### config.mk
export PLATFORM = sky130hd
export DESIGN_NAME = conv_layer_sequencer
export DESIGN_NICKNAME = d
export VERILOG_FILES = /design/src/rtl/conv_seq_pkg.sv /design/src/rtl/conv_seq_raster_cnt.sv /design/src/rtl/conv_layer_sequencer.sv
export SDC_FILE = /design/constraint.sdc
export NUM_CORES = 1
export LEC_CHECK = 0
export ABC_AREA = 1
export BUFFER_PORTS_ARGS = -buffer_cell sky130_fd_sc_hd__buf_2
export CAP_MARGIN = 25
export CORE_MARGIN = 2
export CORE_UTILIZATION = 25
export CTS_CLUSTER_DIAMETER = 150
export DETAILED_ROUTE_END_ITERATION = 6
export PLACE_DENSITY = 0.39
export SLEW_MARGIN = 20
export SYNTH_ARGS = -nofsm -noshare
export SYNTH_HDL_FRONTEND = slang
export SYNTH_SLANG_ARGS = --single-unit
export TNS_END_PERCENT = 100
### constraint.sdc
create_clock -name clk -period 12.18 [get_ports clk]
set_input_delay 0.609 -clock clk [delete_from_list [all_inputs] [get_ports clk]]
set_output_delay 0.609 -clock clk [all_outputs]
set_load 0.02 [all_outputs]
### src/rtl/conv_seq_pkg.sv
`default_nettype none
// +----------------------------------------------------------------------+
// | conv_seq_pkg: shared types and constants for the 3x3 layer sequencer |
// | Rev 1.0                                                              |
// +----------------------------------------------------------------------+
package conv_seq_pkg;

  typedef enum logic [1:0] {
    S_IDLE  = 2'd0,
    S_FEED  = 2'd1,
    S_FLUSH = 2'd2,
    S_DONE  = 2'd3
  } seq_state_e;

  // Operation codes understood by convolutor3x3
  localparam logic [1:0] CONV     = 2'd0;
  localparam logic [1:0] MAX_POOL = 2'd1;
  localparam logic [1:0] AVG_POOL = 2'd2;
  localparam logic [1:0] MIN_POOL = 2'd3;

  localparam int DEF_MAX_WIDTH  = 128;
  localparam int DEF_MAX_HEIGHT = 128;

endpackage
`default_nettype wire

### src/rtl/conv_seq_raster_cnt.sv
`default_nettype none
// +----------------------------------------------------------------------+
// | conv_seq_raster_cnt: column/row tracker for the convolver feed slot  |
// | Rev 1.0                                                              |
// +----------------------------------------------------------------------+
module conv_seq_raster_cnt #(
  parameter int ROW_W = 8
) (
  input  logic       clk,
  input  logic       rst,
  input  logic       clear_i,
  input  logic       adv_i,
  input  logic [7:0] width_i,
  input  logic [7:0] height_i,
  output logic [7:0] col_o,
  output logic       last_slot_o,
  output logic       trail_o
);

  logic [7:0]       col_q;
  logic [ROW_W-1:0] row_q;
  logic [ROW_W-1:0] h_row;
  logic             last_col;

  assign h_row       = ROW_W'(height_i);
  assign last_col    = (col_q == width_i - 8'd1);
  assign col_o       = col_q;
  // Rows at or beyond H are the trailing zero-padding rows
  assign trail_o     = (row_q >= h_row);
  assign last_slot_o = (row_q == h_row + ROW_W'(1)) && (col_q == 8'd0);

  always_ff @(posedge clk) begin
    if (rst || clear_i) begin
      col_q <= '0;
      row_q <= '0;
    end else if (adv_i) begin
      if (last_col) begin
        col_q <= '0;
        row_q <= row_q + ROW_W'(1);
      end else begin
        col_q <= col_q + 8'd1;
      end
    end
  end

endmodule
`default_nettype wire

### src/rtl/conv_layer_sequencer.sv
`default_nettype none
// +----------------------------------------------------------------------+
// | conv_layer_sequencer: runs one 3x3 convolution pass over a feature   |
// | map, feeding convolutor3x3 and writing aligned results.  Rev 1.0     |
// +----------------------------------------------------------------------+
module conv_layer_sequencer
  import conv_seq_pkg::*;
#(
  parameter int MAX_WIDTH  = DEF_MAX_WIDTH,
  parameter int MAX_HEIGHT = DEF_MAX_HEIGHT,
  parameter int ADDR_W     = 14,
  parameter int DW_IN      = 8,
  parameter int DW_OUT     = 32
) (
  input  logic              clk,
  input  logic              rst,
  input  logic              start,
  input  logic [7:0]        width,
  input  logic [7:0]        height,
  input  logic [1:0]        op,
  input  logic              relu_en,
  output logic              busy,
  output logic              done,
  output logic              cfg_err,
  output logic              in_rd_en,
  output logic [ADDR_W-1:0] in_addr,
  input  logic [DW_IN-1:0]  in_data,
  output logic [DW_IN-1:0]  cv_pixel_in,
  output logic              cv_paddingl,
  output logic              cv_paddingr,
  output logic [1:0]        cv_operation,
  output logic              cv_relu,
  output logic [7:0]        cv_width,
  output logic              cv_rst_n,
  input  logic [DW_OUT-1:0] cv_pixel_out,
  output logic              out_wr_en,
  output logic [ADDR_W-1:0] out_addr,
  output logic [DW_OUT-1:0] out_data
);

  localparam int CNT_W = $clog2(MAX_WIDTH * MAX_HEIGHT + MAX_WIDTH + 2);
  localparam int ROW_W = $clog2(MAX_HEIGHT + 2);
  localparam logic [CNT_W-1:0] MAX_W_C = CNT_W'(MAX_WIDTH);
  localparam logic [CNT_W-1:0] MAX_H_C = CNT_W'(MAX_HEIGHT);

  seq_state_e state_q, state_d;

  logic [7:0]        width_q, height_q;
  logic [1:0]        op_q;
  logic              relu_q;
  logic [CNT_W-1:0]  n_q, f_end_q, lag_q, f_q, p_q;
  logic              feed_vld_q, slot_vld_q;
  logic              cfg_err_q, wr_q, last_wr_q;
  logic [ADDR_W-1:0] out_addr_q;
  logic [DW_OUT-1:0] out_data_q;

  logic       accept, cfg_ok, go, slot_out;
  logic [7:0] col;
  logic       last_slot, trail;

  assign accept   = (state_q == S_IDLE) && start;
  assign cfg_ok   = (width >= 8'd2) && (height != 8'd0) &&
                    (CNT_W'(width) <= MAX_W_C) && (CNT_W'(height) <= MAX_H_C);
  assign go       = accept && cfg_ok;
  // Slots before W+1 only prime the convolver line buffers
  assign slot_out = slot_vld_q && (p_q >= lag_q);

  conv_seq_raster_cnt #(
    .ROW_W (ROW_W)
  ) u_raster (
    .clk         (clk),
    .rst         (rst),
    .clear_i     (go),
    .adv_i       (slot_vld_q),
    .width_i     (width_q),
    .height_i    (height_q),
    .col_o       (col),
    .last_slot_o (last_slot),
    .trail_o     (trail)
  );

  always_ff @(posedge clk) begin
    if (rst) begin
      state_q <= S_IDLE;
    end else begin
      state_q <= state_d;
    end
  end

  always_comb begin
    state_d = state_q;
    case (state_q)
      S_IDLE:  if (start) state_d = cfg_ok ? S_FEED : S_DONE;
      S_FEED:  if (last_wr_q) state_d = S_FLUSH;
      S_FLUSH: state_d = S_DONE;
      S_DONE:  state_d = S_IDLE;
      default: state_d = S_IDLE;
    endcase
  end

  always_ff @(posedge clk) begin
    if (rst) begin
      width_q    <= '0;
      height_q   <= '0;
      op_q       <= '0;
      relu_q     <= 1'b0;
      n_q        <= '0;
      f_end_q    <= '0;
      lag_q      <= '0;
      f_q        <= '0;
      p_q        <= '0;
      feed_vld_q <= 1'b0;
      slot_vld_q <= 1'b0;
      cfg_err_q  <= 1'b0;
      wr_q       <= 1'b0;
      last_wr_q  <= 1'b0;
      out_addr_q <= '0;
      out_data_q <= '0;
    end else begin
      cfg_err_q <= accept && !cfg_ok;
      if (go) begin
        width_q    <= width;
        height_q   <= height;
        op_q       <= op;
        relu_q     <= relu_en;
        n_q        <= CNT_W'(width) * CNT_W'(height);
        f_end_q    <= CNT_W'(width) * CNT_W'(height) + CNT_W'(width);
        lag_q      <= CNT_W'(width) + CNT_W'(1);
        f_q        <= '0;
        feed_vld_q <= 1'b1;
      end else if (feed_vld_q) begin
        f_q <= f_q + CNT_W'(1);
        if (f_q == f_end_q) feed_vld_q <= 1'b0;
      end
      // Slot stage trails the fetch by the memory read latency
      slot_vld_q <= feed_vld_q;
      p_q        <= f_q;
      wr_q       <= slot_out;
      last_wr_q  <= slot_vld_q && last_slot;
      if (slot_out) begin
        out_addr_q <= ADDR_W'(p_q - lag_q);
        out_data_q <= cv_pixel_out;
      end
    end
  end

  assign busy         = (state_q == S_FEED) || (state_q == S_FLUSH);
  assign done         = (state_q == S_DONE);
  assign cfg_err      = cfg_err_q;
  assign in_rd_en     = feed_vld_q && (f_q < n_q);
  assign in_addr      = in_rd_en ? ADDR_W'(f_q) : '0;
  assign cv_pixel_in  = (slot_vld_q && !trail) ? in_data : '0;
  assign cv_paddingl  = slot_vld_q && (col == 8'd0);
  assign cv_paddingr  = slot_vld_q && (col == 8'd1);
  assign cv_operation = op_q;
  assign cv_relu      = relu_q;
  assign cv_width     = width_q;
  assign cv_rst_n     = !(rst || (state_q == S_FLUSH));
  assign out_wr_en    = wr_q;
  assign out_addr     = out_addr_q;
  assign out_data     = out_data_q;

endmodule
`default_nettype wire

==> metrics.txt, run 1 <==
Layout area overhead 16.54%; Worst-path clk slew 0.07 ns; Fillers 4799; Clock Power Share 31.0%; asr flop ratio synth 0%; fin worst setup slack 7.223 ns; global-route wire length before repair 49870 µm; Post-Syn Instances between 1500 and 2000; Critical Path RT between 10 and 15 ns; internal power ~0.0012 W; WS Path Type in2reg; status completed; Die Ht 213.2 µm; RSZ-0062 raised after global routing false; worst-case clock buffer depth 2; most common flop cell mapped by yosys dfxtp_1; Cell Chain, Critical Path buf_2 -> nand2_1 -> inv_1 -> fa_1 -> fa_1 -> inv_1 -> fa_1 -> fa_1 -> inv_1 -> ha_1 -> or2_2 -> nand2_1 -> xnor2_1 -> ha_1 -> nand2_1 -> nor2_1 -> nand2_1 -> o211ai_1 -> nand3_1 -> nor2_1 -> nand2_1 -> nand2_1 -> nand3_1; commonest non-fill, non-tap cell in the layout nand2_1; routability congestion estimate about 0.8; Final ANT Viol Nets 0; top cell type's share of synthesized area 28.72%; post-CTS setup repair buffer count 0; Inserted Diodes 0; worst clock skew 0.01107 ns; Worst slew margin between 40% and 50%; drt drc 0; max-cap violations 0; reg2reg start lag_q[2]$_SDFFE_PP0P_; Core ar. 43170 µm²; post-CTS sizing 0; Cell Pwr Density 151.7 nW/µm²; worst-skew pair later-pin latency ~0.43 ns; Worst Path Arrival roughly 5.3 ns; switching power around 0.00075 W; r2r worst-path depth 12; CTS buffer count 17; final wirelength 30910 µm; CTS Root Buffer Type clkbuf_16; Hold Crit Class in2reg; CP Max Fanout 16; die extent in x 213.2 µm; most frequent cells in the layout nand2_1, inv_1, nor2_1, dfxtp_1, buf_2; largest net degree at the start of global routing 85; number of synthesized flops with an enable pin 0; initial core utilization ~25%; share of cells above drive strength 1 13.20%; Std-Cell Rows 76; Yosys top cell by area dfxtp_1; Worst-Margin Slew just under 0.9 ns; Final Hold Fails 0; post-route clock period utilization 40.70%; number of synthesized register bits ~160; pre-CTS WS 6.777 ns; storage element area about 3100 µm²; peak supply drop 0.0001033 V; CTS sink cnt 157; vias post-DR 9542; die area 45470 µm²; slowest cell delay on critical path 0.56 ns; Final Setup Violations 0; DR vias/cell 4.267; area of the multi-input gates between 6000 and 7000 µm²; Final Critical Period 4.957 ns; Congestion Overflow GR 0; Nets 1824; sw frac between 30% and 40%; Final Max Tran Viols 0; DP HPWL 23660 µm; initial antenna violation count 0; FF-to-FF setup slack 9.52 ns; average size of a mapped cell roughly 7.2 µm²; R2R Path End out_data[23]$_SDFFE_PP0P_; DRT Pass-1 Iters 4; cts hold-fix bufs 0; Synth cell types 45; Setup crit start kind input pin; Setup TNS Final 0 ns; yosys warns 0; synthesized cell area 10940 µm²; DRT iter0 DRCs around 560; Max Clk Rate 0.2017 GHz; PortBufs roughly 150; Leak ~6.4 nW; H-tree lvl count 4; Routed WL per cell 13.82 µm; global-route usage over all layers between 10% and 20%; slowest cell on the critical path fa_1; Critical Path End Type register; CTS tree yes; post-synthesis sequential area ratio between 20 and 30%; Synth Net Count 1713; number of global-route vias before repair 9304; CP Capture Point f_end_q[14]$_SDFFE_PP0P_; Comb power frac 39.7%; Area contributors post-synth dfxtp_1, nand2_1, ha_1, inv_1, fa_1; Top cell by count, worst path nand2_1; IO Pins 149; crit path launch width[1]; sequential share of power 29.3%
metal layers:
metal / share of wire (%) / track usage, % / vias to the layer above
met5: 0 / 0 / -
met3: 3.1 / 2.015 / 16
met2: 46 / 23.51 / 148
met1: 50 / 18.85 / 4360
met4: 1.1 / 3.161 / 0
li1: - / - / 5018
sequential cells by signal, summed over array words and instances, names as in the netlist, 9 cells and up:
signal    cells
n_q          15
f_end_q      15
p_q          15
lag_q         9
f_q          15
out_addr     14
out_data     32
cell families after synthesis:
logic type / share of synthesized area, %
AO/OA/AOI/OAI: 8.483
XOR/XNOR: 6.162
adder cells (fa/ha/maj): 16.60
buffers and inverters: 12.16
flip-flops: 28.72
AND/OR/NAND/NOR: 27.87
Yosys cell counts (2+ instances only):
cell	n
dfxtp_1	157
o21ai_1	9
inv_2	5
nor2_1	160
buf_6	14
a31oi_1	4
nand2_2	3
nor3_1	13
nand2_1	341
o21ai_0	25
nor2_4	3
fa_1	37
o21bai_1	4
nand3_4	2
nand4_2	2
nor3b_1	4
xor2_1	42
a21oi_1	95
buf_1	8
or2_2	5
o22ai_1	20
ha_1	86
nand4_1	25
inv_1	251
buf_4	5
nand3_1	77
nor3_2	5
buf_2	13
a22o_1	4
clkbuf_1	20
nor4_1	4
nor2_2	4
xnor2_1	35
a211oi_1	2
nand3b_1	34
worst min path at each step:
stage	endpoint	slack (ns)	from	depth (start not counted)
after floorplan	lag_q[8]$_SDFFE_PP0P_	0.42	lag_q[8]$_SDFFE_PP0P_	2
after CTS	cv_relu$_SDFFE_PP0P_	0.39	relu_en	2
after detailed placement	lag_q[8]$_SDFFE_PP0P_	0.44	lag_q[8]$_SDFFE_PP0P_	2
after global routing	cv_operation[1]$_SDFFE_PP0P_	0.39	op[1]	2
after global placement	lag_q[8]$_SDFFE_PP0P_	0.44	lag_q[8]$_SDFFE_PP0P_	2
final	cv_operation[1]$_SDFFE_PP0P_	0.41	op[1]	2
power by group through the flow:
stage | logic, W | clock network, W | registers (W)
6_report | 0.000769 | 0.000599 | 0.000567
5_1_grt | 0.000900 | 0.000636 | 0.000571
4_1_cts | 0.000785 | 0.000616 | 0.000567
3_5_place_dp | 0.000779 | 0 | 0.000579
3_3_place_gp | 0.000777 | 0 | 0.000579
2_1_floorplan | 0.000582 | 0 | 0.000586
worst max-delay path, delay by kind of cell:
kind | cells | cell delay, ns
AO/OA/AOI/OAI | 1 | 0.13
XOR/XNOR | 1 | 0.09
buffers and inverters | 4 | 0.37
adder cells (fa/ha/maj) | 6 | 2.72
AND/OR/NAND/NOR | 11 | 1.36
cell type report:
cell class / instances / share of cell area, %
Multi-Input combinational cell: 1054 / 50.79
Sequential cell: 157 / 24.67
Inverter: 256 / 7.534
Timing Repair Buffer: 153 / 6.200
Tap cell: 585 / 5.739
Clock buffer: 20 / 3.581
Clock inverter: 11 / 1.481
through the flow:
step | total power, W | utilization [%] | hold slack [ns] | std cells | cell area, µm²
final | 0.001935 | 29.54 | 0.4141 | 2236 | 12750
after global routing | 0.002107 | 29.54 | 0.3919 | 2236 | 12750
after CTS | 0.001969 | 29.54 | 0.3941 | 2236 | 12750
after detailed placement | 0.001358 | 28.05 | 0.4362 | 2205 | 12110
after global placement | 0.001356 | 28.00 | 0.4364 | 2204 | 12090
after floorplan | 0.001169 | - | 0.4212 | 1528 | 10940
Power figures use the tool's default switching activity.
==> run 2, diff against run 1 <==
PLACE_DENSITY = 0.41   (was 0.39)
clock period = 4.5 ns   (was 12.18 ns; I/O delays follow)
==> metrics.txt, run 2 (same netlist as run 1, synthesis figures left out) <==
status completed; Congestion Overflow GR 0; met3 global-route usage 2.015%; worst clock skew 0.01110 ns; worst-skew pair later-pin latency between 0.4 and 0.5 ns; Routed WL per cell 13.42 µm; Leak between 6 and 7 nW; Core Util, Final between 30% and 40%; max reg flops 32; slowest cell on the critical path fa_1; DR vias/cell approximately 4.3; CTS sink cnt approximately 160; share of cells above drive strength 1 15.73%; Worst Path Arrival 4.43 ns; CP bufs+invs 4; Die Ht roughly 210 µm; Max Clk Rate 0.2435 GHz; Critical Path End Type register; Final Setup Violations 0; initial core utilization 25.35%; FF-to-FF setup slack approximately 1.7 ns; PortBufs between 100 and 150; commonest non-fill, non-tap cell in the layout nand2_1; total power 0.005500 W; Setup crit start kind input pin; Layout area overhead 20.05%; Final Hold Fails 0; CTS buffer count 17; CTS Root Buffer Type clkbuf_16; global-route wire length before repair 49980 µm; Final Critical Period 4.107 ns; die area 45470 µm²; vias post-DR 9794; max-cap violations 0; Core ar. 43170 µm²; Inserted Diodes 0; most frequent cells in the layout nand2_1, inv_1, nor2_1, dfxtp_1, buf_2; drt drc 0; largest net degree at the start of global routing 57; final wirelength 30630 µm; post-route cell area between 10000 and 15000 µm²; Critical Path RT 4.83 ns; initial antenna violation count 0; IO Pins between 100 and 150; grt met2 use 23.89%; H-tree lvl count 4; Worst-Margin Slew 0.7816 ns; CTS tree yes; DRT iter0 DRCs 519; CP Max Fanout 6; Top cell by count, worst path nand2_1; slowest cell delay on critical path 0.55 ns; WS Path Type in2reg; area post-placement ~12000 µm²; worst-case clock buffer depth 2; Cell Pwr Density 418.6 nW/µm²; Hold Crit Class in2reg; post-CTS setup repair buffer count 0; global-route usage over all layers 13.92%; DRT Pass-1 Iters 5; DP HPWL 23930 µm; Cell Chain, Critical Path buf_2 -> nand2_1 -> inv_1 -> fa_2 -> fa_1 -> inv_1 -> fa_1 -> fa_1 -> inv_1 -> ha_4 -> or2_2 -> nand2_1 -> xnor2_1 -> ha_1 -> nand2_1 -> nor2_1 -> nand2_1 -> o211ai_1 -> nand3_2 -> nor2_2 -> nand2_1 -> nand2_1 -> nand3_1; number of global-route vias before repair between 9000 and 10000; die extent in x between 200 and 250 µm; Nets 1870; RSZ-0062 raised after global routing false; Std-Cell Rows 76; Worst slew margin 47.79%; CP top delay family adder cells; Worst-path clk slew 0.07 ns; post-route clock period utilization 91.27%; routability congestion estimate 0.7664; Final Max Tran Viols 0; GRT Max-Usage Layer met2; peak supply drop 0.0002684 V; M1 GR Usage 18.42%; Final ANT Viol Nets 0
-- run 2: worst register-to-register path: stages, from the launching register on --
cell and delay [ns]:
dfxtp_1 0.30, inv_1 0.06, ha_1 0.36, a21oi_2 0.18, o21ai_1 0.12, nand2_1 0.08, nand2_1 0.09, nand2_2 0.15
nand4_4 0.59, buf_4 0.54, nand3b_1 0.14, nand2_1 0.06, nor2_1 0.11
-- run 2: cell type report --
cell class | count | area [µm²]
Clock buffer | 20 | 466.7
Sequential cell | 157 | 3147
Timing Repair Buffer | 199 | 1129
Tap cell | 585 | 732.0
Multi-Input combinational cell | 1054 | 6501
Inverter | 256 | 960.9
Clock inverter | 11 | 202.7
Fill cell | 4791 | 30030
-- run 2: metrics by stage --
stage               hold WS [ns]  worst slack (ns)  TNS, ns  std cells
finish                   0.03006            0.3930        0       2282
global route            0.008557           0.01954        0       2282
CTS                     0.007681            0.3605        0       2282
detailed placement        0.4459           -0.1024  -0.2755       2249
global placement          0.4384          -0.09958  -0.1168       2249
floorplan                 0.3641           0.03220        0       1528
-- run 2: worst paths after layout --
kind,depth (start not counted),start,to
max,23,height[4],f_end_q[14]$_SDFFE_PP0P_
max reg2reg,12,lag_q[2]$_SDFFE_PP0P_,out_data[4]$_SDFFE_PP0P_
min,2,relu_en,cv_relu$_SDFFE_PP0P_
min reg2reg,2,lag_q[8]$_SDFFE_PP0P_,lag_q[8]$_SDFFE_PP0P_
-- run 2: timing repair --
action,4_1_cts,5_1_grt
endpoints found under the hold margin,2,0
hold buffers,2,0
endpoints found under the setup margin,0,1
resized for setup,0,1
-- run 2: power breakdown --
part | internal [W] | switching (W)
Sequential | 0.00147 | 0.0000586
Combinational | 0.000913 | 0.00140
Clock | 0.00104 | 0.000617
-- run 2: layer usage --
metal  up-vias  share of wire, %
met3        13               3.1
met4         0               1.1
li1       5123                 -
met1      4524                49
met5         -                 0
met2       134                47
